**src/rtl/serial_subtractor.sv**
```systemverilog
// -----------------------------------------------------------------------------
// serial_subtractor
//
// Bit-serial unsigned subtractor: diff_o = (a_i - b_i - bin_i) mod 2^WIDTH,
// processed LSB first, one bit per clock, through a single full-subtractor
// cell (two half subtractors plus an OR) with a registered borrow.
//
// Ports
//   clk_i    : clock, rising edge
//   rst_ni   : asynchronous active-low reset
//   start_i  : request a new operation (taken in IDLE or DONE only)
//   a_i      : minuend,    captured on the accepting edge
//   b_i      : subtrahend, captured on the accepting edge
//   bin_i    : borrow in,  captured on the accepting edge
//   busy_o   : high while the WIDTH bit pairs are being processed
//   valid_o  : one-cycle pulse, result outputs valid from this cycle
//   diff_o   : result, held until the next completion
//   bout_o   : borrow out, high iff a < b + bin
//   zero_o   : high iff diff_o == 0
// -----------------------------------------------------------------------------
module serial_subtractor #(
    parameter int unsigned WIDTH = 8
) (
    input  logic             clk_i,
    input  logic             rst_ni,
    input  logic             start_i,
    input  logic [WIDTH-1:0] a_i,
    input  logic [WIDTH-1:0] b_i,
    input  logic             bin_i,
    output logic             busy_o,
    output logic             valid_o,
    output logic [WIDTH-1:0] diff_o,
    output logic             bout_o,
    output logic             zero_o
);

    localparam int unsigned CNT_W = (WIDTH > 1) ? $clog2(WIDTH) : 1;
    localparam logic [CNT_W-1:0] LAST_BIT = CNT_W'(WIDTH - 1);

    typedef enum logic [1:0] {
        IDLE  = 2'd0,
        SHIFT = 2'd1,
        DONE  = 2'd2
    } state_t;

    state_t             state_q;
    logic [WIDTH-1:0]   a_q;
    logic [WIDTH-1:0]   b_q;
    logic [WIDTH-1:0]   res_q;
    logic               br_q;
    logic [CNT_W-1:0]   cnt_q;
    logic               busy_q;
    logic               valid_q;
    logic [WIDTH-1:0]   diff_q;
    logic               bout_q;
    logic               zero_q;

    // Full-subtractor cell on the current LSB pair.
    logic a_bit;
    logic b_bit;
    logic hs1_d;
    logic hs1_b;
    logic hs2_b;
    logic cell_d;
    logic cell_b;

    assign a_bit  = a_q[0];
    assign b_bit  = b_q[0];

    // First half subtractor: a - b.
    assign hs1_d  = a_bit ^ b_bit;
    assign hs1_b  = ~a_bit & b_bit;

    // Second half subtractor: (a - b) - borrow.
    assign cell_d = hs1_d ^ br_q;
    assign hs2_b  = ~hs1_d & br_q;

    // A borrow is generated by at most one of the two halves.
    assign cell_b = hs1_b | hs2_b;

    // Result register after this cycle's shift; on the final bit it is the
    // complete difference and goes straight to the output register.
    logic [WIDTH-1:0] res_d;
    assign res_d = {cell_d, res_q[WIDTH-1:1]};

    // Operand capture shared by IDLE and DONE, so a start held through DONE
    // launches the next operation without an idle cycle.
    logic accept;
    assign accept = start_i && ((state_q == IDLE) || (state_q == DONE));

    // NOTE: every register here, including the datapath shift registers, is
    // reset so an aborted operation leaves no partial state behind.
    always_ff @(posedge clk_i or negedge rst_ni) begin
        if (!rst_ni) begin
            state_q <= IDLE;
            a_q     <= '0;
            b_q     <= '0;
            res_q   <= '0;
            br_q    <= 1'b0;
            cnt_q   <= '0;
            busy_q  <= 1'b0;
            valid_q <= 1'b0;
            diff_q  <= '0;
            bout_q  <= 1'b0;
            zero_q  <= 1'b0;
        end else begin
            // NOTE: non-blocking assignments throughout, so every read in this
            // block sees the pre-edge value of each register.
            valid_q <= 1'b0;
            case (state_q)
                IDLE, DONE: begin
                    if (accept) begin
                        a_q     <= a_i;
                        b_q     <= b_i;
                        res_q   <= '0;
                        br_q    <= bin_i;
                        cnt_q   <= '0;
                        busy_q  <= 1'b1;
                        state_q <= SHIFT;
                    end else begin
                        busy_q  <= 1'b0;
                        state_q <= IDLE;
                    end
                end

                SHIFT: begin
                    // start_i is deliberately not looked at here.
                    a_q   <= a_q >> 1;
                    b_q   <= b_q >> 1;
                    res_q <= res_d;
                    br_q  <= cell_b;
                    cnt_q <= cnt_q + CNT_W'(1);
                    if (cnt_q == LAST_BIT) begin
                        diff_q  <= res_d;
                        bout_q  <= cell_b;
                        zero_q  <= ~|res_d;
                        busy_q  <= 1'b0;
                        valid_q <= 1'b1;
                        state_q <= DONE;
                    end
                end

                // NOTE: the default arm keeps the encoding's spare value from
                // becoming a lock-up state.
                default: begin
                    busy_q  <= 1'b0;
                    state_q <= IDLE;
                end
            endcase
        end
    end

    assign busy_o  = busy_q;
    assign valid_o = valid_q;
    assign diff_o  = diff_q;
    assign bout_o  = bout_q;
    assign zero_o  = zero_q;

endmodule
```
**config.mk**
```make
export PLATFORM = sky130hd
export DESIGN_NAME = serial_subtractor
export DESIGN_NICKNAME = d
export VERILOG_FILES = /design/src/rtl/serial_subtractor.sv
export SDC_FILE = /design/constraint.sdc
export NUM_CORES = 1
export LEC_CHECK = 0
export ABC_AREA = 0
export BUFFER_PORTS_ARGS = -buffer_cell sky130_fd_sc_hd__buf_2
export CORE_UTILIZATION = 30
export CTS_BUF_LIST = sky130_fd_sc_hd__clkbuf_16
export DETAILED_ROUTE_END_ITERATION = 16
export PLACE_DENSITY = 0.51
export SKIP_CTS_REPAIR_TIMING = 1
export SLEW_MARGIN = 20
export SYNTH_ARGS = -nofsm -noshare
export SYNTH_HDL_FRONTEND = slang
export SYNTH_SLANG_ARGS = --single-unit
```
**constraint.sdc**
```tcl
create_clock -name clk_i -period 2.4 [get_ports clk_i]
set_clock_uncertainty 0.2 [all_clocks]
set_input_delay 0.24 -clock clk_i [delete_from_list [all_inputs] [get_ports clk_i]]
set_output_delay 0.24 -clock clk_i [all_outputs]
set_load 0.1 [all_outputs]
```
# After elaboration in Yosys (flattened, before gate mapping)
# Index checks and enable logic that the tools add are counted.
[totals]
output_inout_bits = 12
input_bits = 20
elab_cells = 51
regBits = 42
[classes]
n_mux = 18
n_bitwise = 7
n_eq_ne = 5
reduce_logical = 9
n_addsub = 1
[op_table]
columns = ["cell", "n"]
rows = [
  ["$pmux 8 s2", 3],
  ["$mux 8", 3],
  ["$reduce_or 8->1", 1],
  ["$mux 1", 6],
  ["$pmux 3 s2", 1],
  ["$ne 2x2->1 const B", 2],
  ["$pmux 1 s2", 2],
  ["$pmux 2 s2", 1],
  ["$reduce_and 2->1", 2],
  ["$add 3x1->3 const B", 1],
  ["$eq 3x3->1 const B", 1],
  ["$mux 3", 1],
  ["$and 1x1->1", 2],
  ["$eq 2x1->1 const B", 1],
  ["$eq 2x2->1 const B", 1],
  ["$logic_not 2->1", 1],
  ["$mux 2", 1],
  ["$not 1->1", 2],
  ["$reduce_bool 2->1", 1],
  ["$reduce_or 2->1", 1],
  ["$xor 1x1->1", 2],
  ["$logic_and 1x1->1", 1],
  ["$logic_not 1->1", 1],
  ["$logic_or 1x1->1", 1],
  ["$or 1x1->1", 1],
]

# Logic depth before layout (Yosys ltp)
# Gate-level depths: netlist (run 1).
[logic_depth]
ltp_word = 5
depth_mapped = 6
depth_no_buf = 5

# Worst setup path before layout (run 1)
# No wires, ideal clock.
[synth_timing]
path_kind = "register -> register"
startpoint = "reg cnt_q[0]"
endpoint = "reg diff_q[4] (netlist: diff_o[4])"
path_slack_ps = 711
t_required_ps = 2074
n_path_buf = 1
arrival_ps = 1363
synth_period_minus_slack_ps = 1689
path_stages_with_launch = 6
path_cell_list = "dfrtp_1 > ha_1 > ha_1 > nand3b_2 > buf_6 > mux2_2"
[synth_via]
elab_chain_cells = 2
[synth_rtl]
columns = ["element", "line_no", "text"]
rows = [
  ["start, declared", "51", "logic [CNT_W-1:0] cnt_q;"],
  ["start signal, assigned", "132", "cnt_q <= cnt_q + CNT_W'(1);"],
  ["$eq 3x3->1", "133", "if (cnt_q == LAST_BIT) begin"],
  ["$reduce_and 2->1 (no source line)", "n/a", ""],
  ["end signal, assigned", "134", "diff_q <= res_d;"],
  ["end, declared", "54", "logic [WIDTH-1:0] diff_q;"],
]
# No other way between the ends.
# A chain may end at the register's enable or synchronous reset.

# Worst setup path after layout (run 1)
[layout_timing]
startpoint = "reg cnt_q[0]"
endpoint = "reg diff_q[6] (netlist: diff_o[6])"
# Same word-level chain as after synthesis.

==> results.md, run 1 <==
- Outcome: complete, no violations
- Vias in the first global route: 1134
- DP HPWL: 2220 um
- Most frequent CP cell: ha_1
- Slew margin rel.: 0.566
- Final min period: 1.78 ns
- DRT antenna net count: 0
- Clock net sink count: 41
- Max Clk Rate: 0.560 GHz
- Synthesis-stage register bit count: 41
- Startpoint type of the worst setup path: register
- Core area: 5510 sq um
- Slew @ Worst Pin: 0.651 ns
- Die Y: 77.7 um
- Syn Area/Cell: 11.2 sq um
- Layout net count: 212
- Max stage delay on crit path: 0.39 ns
- DR WL/cell: 12.5 um
- Leakage: 1.04 nW
- Vias per cell: 4.66
- CP top delay family: adder cells
- Routability congestion estimate: 0.656
- Iter 0 DRT Violations: 58
- FP Rows: 27
- Ant. Diodes: 0
- Detailed-route via count: 1222
- Number of flops mapped to enable cells by yosys: 0
- Largest net degree at the start of global routing: 18
- Synth cell count leaders: 41 x dfrtp_1, 31 x nand2_1, 15 x nor2_1, 14 x a31oi_1, 11 x a22o_1
- Final setup vio count: 0
- Syn nets: 177
- Async S/R FF share, synth: 1.00
- Worst Path Arrival: 1.75 ns
- Syn Std Cell Area: 1720 sq um
- WP buf/inv: 0
- Slowest stage cell, crit path: dfrtp_1
- Port Buffers: 31
- Clock Latency Late Sink: 0.28 ns
- Main flop type after synthesis: dfrtp_1
- Sequential-to-total area share from yosys stat: 0.597
- Setup crit end kind: register
- Synthesized instance count: 154
- Worst path required time: 2.36 ns
- Share of layout cells above drive strength 1: 0.268
- First-pass GRT wire length: 5710 um
- Synth warn: 0
- Initial antenna violation count: 0
- Chip width: 77.7 um
- RSZ-0062 raised after global routing: no
- CTS tree: yes
- Yosys cell types: 23
- CTS buffer count: 5
- Synth-to-Final Area Change: 21.5%
- CP Cell Sequence: ha_1 -> ha_1 -> nand3b_2 -> mux2_2
- Pwr/cell area: 1620 nW/um^2
- Clk pin slew, worst setup/hold paths: 0.05 ns
- DRC: 0
- TNS Setup: 0 ns
- Clock Tree Buf Depth: 2
- H-Tree Depth: 2
- I/O pin count: 32
- Fin Hold WS: 0.00844 ns
- Count leader, synth: dfrtp_1
- Final worst path period share: 0.743
- Setup CP Type: reg -> reg
- Initial Util: 0.312
- All-Layer GR Usage: 0.124
- CP Max Fanout: 14
- Reg2Reg Setup Slack: 0.62 ns
- Top post-synthesis cells by area: dfrtp_1 60%, nand2_1 6.8%, a22o_1 5.6%, mux2_2 5.2%, a31oi_1 5.1%
- Hold Vio Cnt, Final: 0
- Synth top area share: 0.597
- Worst min-delay path category: in -> reg
- Slew Limit Fails: 0
- Die area: 6040 sq um
- DRT Pass-1 Iters: 4
- Grt ovf: 0
- Total Wirelength: 3280 um
- Yosys top cell by area: dfrtp_1
- Max-cap violation count: 0
- Clk root buf: clkbuf_16
- VDD IR-drop max: 0.000731 V
layer usage:
layer | part of all wire | track usage | up-vias
met5 | 0 | 0 | -
met3 | 0.051 | 0.0388 | 5
met1 | 0.50 | 0.172 | 588
met2 | 0.44 | 0.176 | 30
met4 | 0.012 | 0.0566 | 0
li1 | - | - | 599
placed cells by master (no fill, tap or decap):
cell | Yosys | final
dfrtp_1 | 41 | 41
nand2_1 | 31 | 31
buf_2 | 3 | 31
nor2_1 | 15 | 15
a31oi_1 | 14 | 14
a22o_1 | 11 | 11
inv_1 | 5 | 8
mux2_2 | 8 | 8
clkbuf_16 | 0 | 5
buf_4 | 5 | 5
o21ai_0 | 4 | 4
dlygate4sd3_1 | 0 | 3
nand2b_1 | 2 | 2
nor4_1 | 2 | 2
ha_1 | 2 | 2
nand3b_2 | 1 | 1
nor2b_1 | 1 | 1
and2b_1 | 1 | 1
nor2_4 | 1 | 1
a221o_1 | 1 | 1
o31ai_1 | 1 | 1
nand3_1 | 1 | 1
fa_1 | 1 | 1
layout make-up:
class,count,area (sq um)
fill,560,3420
multi-input combinational,97,596
sequential,41,1030
inverter,5,18.8
tap,72,90.1
clock inverter,3,11.3
timing repair buffer,39,223
clock buffer,5,125
flip-flops by register name (all words and copies together) (netlist names):
register and cells:
a_q 8, b_q 8, bout_o 1, br_q 1
busy_o 1, cnt_q 3, diff_o 8, res_q 7
state_q 2, valid_o 1, zero_o 1
logic make-up (layout without fill, tap and decap cells):
family,Yosys count,after routing,synth area share
AOI/OAI and AO/OA,31,31,0.129
adders and majority gates,3,3,0.0262
buffers and inverters,16,52,0.0568
DFF,41,41,0.597
muxes,8,8,0.0524
and+or+nand+nor,55,55,0.139
metrics by stage:
step	worst slack (ns)	power [mW]	util	instances	area [sq um]
finish	0.616	3.38	0.379	262	2090
global placement	0.631	2.78	0.349	251	1920
global route	0.513	3.62	0.379	262	2090
floorplan	0.711	2.53	-	154	1720
detailed placement	0.603	2.79	0.349	251	1920
CTS	0.595	3.42	0.374	259	2060
final timing paths:
| kind | cells after the start | startpoint | endpoint |
|---|---|---|---|
| min | 3 | b_i[6] | b_q[6] |
| min in group asynchronous | 2 | rst_ni | zero_o |
| min reg2reg | 2 | bout_o | bout_o |
| max reg2reg | 4 | cnt_q[0] | diff_o[6] |
| max in group asynchronous | 3 | rst_ni | b_q[0] |
| max | 4 | cnt_q[0] | diff_o[6] |
worst reg2reg max path: stages, from the launching register on:
cell      delay, ns
dfrtp_1        0.39
ha_1           0.20
ha_1           0.21
nand3b_2       0.29
mux2_2         0.38
power breakdown:
group / switching (mW) / internal, mW / leakage, nW / total [mW]
combinational: 1.09 / 0.470 / 0.452 / 1.56
sequential: 0.192 / 1.01 / 0.506 / 1.20
clock: 0.240 / 0.373 / 0.0776 / 0.613
Note: power is estimated with default switching activity, not from simulation.
==> run 2, diff against run 1 <==
Settings changed: ABC_AREA 0 to 1, PLACE_DENSITY 0.51 to 0.53.
Clock period 2.4 ns to 1.6 ns, I/O delays scaled along.
==> results.md, run 2 <==
- Yosys cell types: 21
- Total Wirelength: 3740 um
- Setup CP Type: reg -> reg
- RSZ-0062 raised after global routing: no
- Vias per cell: 4.18
- Clock net sink count: 41
- Async S/R FF share, synth: 1.00
- Core area: 6030 sq um
- Worst Path Arrival: 1.52 ns
- Ant. Diodes: 0
- Commonest cells after routing, fill and taps aside: 82 x nand2_1, 44 x inv_1, 41 x dfrtp_1
- Yosys top cell by area: dfrtp_1
- DP HPWL: 2560 um
- Count leader, synth: nand2_1
- Setup crit end kind: register
- Sequential-to-total area share from yosys stat: 0.537
- Synth-to-Final Area Change: 25.5%
- Synth cell count leaders: 82 x nand2_1, 43 x inv_1, 41 x dfrtp_1, 15 x nand3_1, 8 x o21ai_2
- Final worst path period share: 0.941
- All-Layer GR Usage: 0.129
- Most common cell after layout, fill and taps aside: nand2_1
- Clock Tree Buf Depth: 2
- TNS Setup: 0 ns
- Slew @ Worst Pin: 0.492 ns
- First-pass GRT wire length: 6320 um
- Routability congestion estimate: 0.727
- Detailed-route via count: 1450
- CTS buffer count: 5
- Share of layout cells above drive strength 1: 0.228
- Failing checks: negative hold slack
- Clock Latency Late Sink: 0.28 ns
- Initial antenna violation count: 0
- CTS tree: yes
- Final min period: 1.50 ns
- Die Y: 81.8 um
- Syn Std Cell Area: 1910 sq um
- Chip width: 81.8 um
- Worst path required time: 1.62 ns
- Max-cap violation count: 0
- H-Tree Depth: 2
- Hold Vio Cnt, Final: 10
- Synth top area share: 0.537
- Syn Area/Cell: 8.45 sq um
- Final setup vio count: 0
- Synth warn: 0
- FP Rows: 28
- Iter 0 DRT Violations: 53
- Worst min-delay path category: in -> reg
- Outcome: finished with violations
- Vias in the first global route: 1311
- Synthesized instance count: 226
- I/O pin count: 32
- Synthesis-stage register bit count: 41
- Grt ovf: 0
- Max Clk Rate: 0.664 GHz
- FILL cells: 635
- Largest net degree at the start of global routing: 42
- Slew Limit Fails: 0
- Number of flops mapped to enable cells by yosys: 0
- Initial Util: 0.317
- Clk pin slew, worst setup/hold paths: 0.06 ns
- Startpoint type of the worst setup path: register
- Slew margin rel.: 0.674
- Die area: 6690 sq um
- Top post-synthesis cells by area: dfrtp_1 54%, nand2_1 16%, inv_1 8.4%, nand3_1 3.9%, o21ai_2 3.7%
- Syn nets: 249
- Clk root buf: clkbuf_16
- CP Max Fanout: 2
- Main flop type after synthesis: dfrtp_1
- Port Buffers: 31
- Fin Hold WS: -0.0123 ns
- DR WL/cell: 10.8 um
- DRC: 0
- DRT Pass-1 Iters: 4
- DRT antenna net count: 0
- Layout net count: 294
==> run 2: changes by cell type in the layout (fill, tap and decap cells not counted), sizes merged, moves of 5 or more <==
cell   previous run  this run
nand3             1        15
buf              36        41
nor2             16         7
o22ai             0         7
nand2            31        86
inv               8        46
a22o             11         0
mux2              8         0
o21ai             4        12
a31oi            14         0
==> run 2: metrics by stage <==
step | instance area (sq um) | utilization | worst slack, ns | hold WS [ns] | std cells
final | 2400 | 0.398 | 0.0951 | -0.0123 | 347
after global routing | 2400 | 0.398 | 0.00315 | 0.00181 | 347
after CTS | 2340 | 0.388 | 0.0669 | -0.347 | 341
after detailed placement | 2180 | 0.362 | 0.0830 | -0.0477 | 333
after global placement | 2180 | 0.362 | 0.111 | -0.0440 | 333
after floorplan | 1910 | - | 0.148 | -0.336 | 226
==> run 2: cell type report <==
type,instances,area [sq um],area share
clock buffers,5,125,0.0522
well taps,75,93.8,0.0391
repair buffers,46,305,0.127
clock inverters,3,37.5,0.0156
flip-flops and latches,41,1030,0.428
inverters,45,176,0.0736
multi-input cells,132,634,0.264
==> run 2: logic make-up (layout without fill, tap and decap cells) <==
logic type / after synthesis / in the layout / share of synthesized area
flip-flops: 41 / 41 / 0.537
buffers and inverters: 53 / 99 / 0.131
adder cells (fa/ha/maj): 3 / 3 / 0.0236
AO/OA/AOI/OAI: 20 / 20 / 0.0727
AND/OR/NAND/NOR: 109 / 109 / 0.236
==> run 2: final timing paths <==
path	to	depth (start not counted)	start	slack [ns]
max	zero_o	6	a_q[0]	0.1
min	a_q[1]	5	a_i[1]	-0.01
max reg2reg	zero_o	6	a_q[0]	0.1
min reg2reg	diff_o[2]	2	diff_o[2]	0.27
max in group asynchronous	busy_o	3	rst_ni	0.81
min in group asynchronous	diff_o[1]	3	rst_ni	0.18
==> run 2: critical path, stage by stage, from the launching register on <==
cell and delay, ns:
dfrtp_1 0.40, fa_1 0.50, nor2_1 0.10, nand2_1 0.05
nor2_1 0.09, nand2_1 0.05, nand2_1 0.05
==> run 2: layer usage <==
| layer | wire (um) | vias up | GRT usage |
|---|---|---|---|
| li1 | - | 763 | - |
| met1 | 1800 | 649 | 0.162 |
| met2 | 1730 | 30 | 0.207 |
| met3 | 132 | 8 | 0.0300 |
| met4 | 66 | 0 | 0.0632 |
| met5 | 0 | - | 0 |
Power of run 2 is not shown: default switching activity piles up to over one toggle a cycle in this logic, so the estimate is an artifact.
==> run 3, diff against run 2 <==
Settings changed: CORE_UTILIZATION 30 to 41, PLACE_DENSITY 0.53 to 0.67, SKIP_CTS_REPAIR_TIMING 1 to not set.
==> results.md, run 3 (synthesized netlist as in run 2, its figures left out) <==
- Post CTS Setup Buffer Count: 0
- Clock net sink count: 41
- DRT antenna net count: 0
- Final worst path period share: 0.948
- Clk root buf: clkbuf_16
- CTS buffer count: 5
- FP Rows: 24
- Share of layout cells above drive strength 1: 0.211
- RSZ-0062 raised after global routing: no
- Clock Tree Buf Depth: 2
- DR WL/cell: 11.3 um
- Vias per cell: 4.55
- Placed inst area: 2140 sq um
- Clock Latency Late Sink: 0.28 ns
- Most common cell after layout, fill and taps aside: nand2_1
- All-Layer GR Usage: 0.166
- Setup WS post-layout: 0.0833 ns
- Pwr/cell area: 2330 nW/um^2
- Commonest cells after routing, fill and taps aside: 82 x nand2_1, 44 x inv_1, 41 x dfrtp_1
- Chip width: 70.3 um
- Final setup vio count: 0
- Routing usage on met1: 0.201
- Worst Path Arrival: 1.53 ns
- Hold path cells: 5
- # resized after CTS: 0
- Final min period: 1.52 ns
- Ant. Diodes: 0
- H-Tree Depth: 2
- Slew Limit Fails: 0
- Die area: 4940 sq um
- I/O pin count: 32
- Final Util: 0.552
- Total Wirelength: 3740 um
- CP Max Fanout: 2
- Setup crit end kind: register
- Worst path required time: 1.62 ns
- CP Cell Sequence: fa_1 -> or2_2 -> nand3_1
- CTS tree: yes
- Worst min-delay path category: in -> reg
- Port Buffers: 31
- Die Y: 70.3 um
- DRT Pass-1 Iters: 4
- Synth-to-Final Area Change: 27.6%
- Setup CP Type: reg -> reg
- Slew margin rel.: 0.673
- Startpoint type of the worst setup path: register
- Initial Util: 0.433
- GRT met3 Usage: 0.0519
- Max stage delay on crit path: 0.46 ns
- Vias in the first global route: 1410
- Iter 0 DRT Violations: 36
- Reg2Reg Depth: 3
- DRC: 0
- Placement Setup Slack: 0.0825 ns
- Layout net count: 301
- Largest net degree at the start of global routing: 26
- First-pass GRT wire length: 6280 um
- Fin Hold WS: 0.00581 ns
- Leakage: 1.39 nW
- Routability congestion estimate: 0.751
- VDD IR-drop max: 0.000908 V
- Clk pin slew, worst setup/hold paths: 0.05 ns
- Outcome: complete, no violations
- Core area: 4410 sq um
- GR Util met2: 0.272
- Grt ovf: 0
- Max Clk Rate: 0.659 GHz
- DP HPWL: 2450 um
- Slew @ Worst Pin: 0.494 ns
- Initial antenna violation count: 0
- Hold Vio Cnt, Final: 0
- Slowest stage cell, crit path: fa_1
- Final instance area: 2440 sq um
- Detailed-route via count: 1505
- GRT busiest layer: met2
- TNS Setup: 0 ns
- Max-cap violation count: 0
[run 3: changes by cell type in the layout (fill, tap and decap cells not counted), sizes merged]
cell / change
dlygate4sd3: +11
buf: -4
clkinv: +1
bufinv: -1
[run 3: stage by stage]
stage               power [mW]  std cells
floorplan                 4.20        226
global placement          4.68        307
detailed placement        4.74        307
CTS                       5.74        331
global route              6.11        331
finish                    5.68        331
[run 3: area by class of cell]
cell class / instances / area, sq um
clock buffers: 5 / 125
clock inverters: 3 / 13.8
fillers: 397 / 1980
inverters: 45 / 176
multi-input cells: 132 / 634
flip-flops and latches: 41 / 1030
well taps: 52 / 65.1
repair buffers: 53 / 398
[run 3: path summary, 6_finish.rpt]
path / slack, ns / to / start
max in group asynchronous: 0.56 / a_q[3] / rst_ni
hold reg to reg: 0.27 / diff_o[1] / diff_o[1]
hold / removal: 0.006 / b_q[3] / b_i[3]
setup / recovery: 0.08 / br_q / a_q[0]
setup reg to reg: 0.08 / br_q / a_q[0]
min in group asynchronous: 0.16 / diff_o[0] / rst_ni
[run 3: routing by layer]
layer,share of wire,vias up,routed length (um)
li1,-,782,-
met1,0.46,676,1730
met4,0.016,0,59
met5,0,-,0
met3,0.047,7,175
met2,0.48,40,1780
[run 3: critical path, delay by kind of cell, from the launching register on]
family / cells / cell delay [ns]
fa+ha+maj: 1 / 0.46
flops: 1 / 0.39
simple gates: 2 / 0.39
[run 3: what timing repair did]
action / in CTS / in global routing
endpoints found under the setup margin: 0 / 0
hold endpoints to repair: 50 / 0
hold buffers: 16 / 0
[run 3: report_power, final]
group	switching, mW	internal, mW	leakage [nW]
clock	0.379	0.566	0.0748
combinational	2.15	0.826	0.800
sequential	0.242	1.52	0.512
total	2.77	2.91	1.39
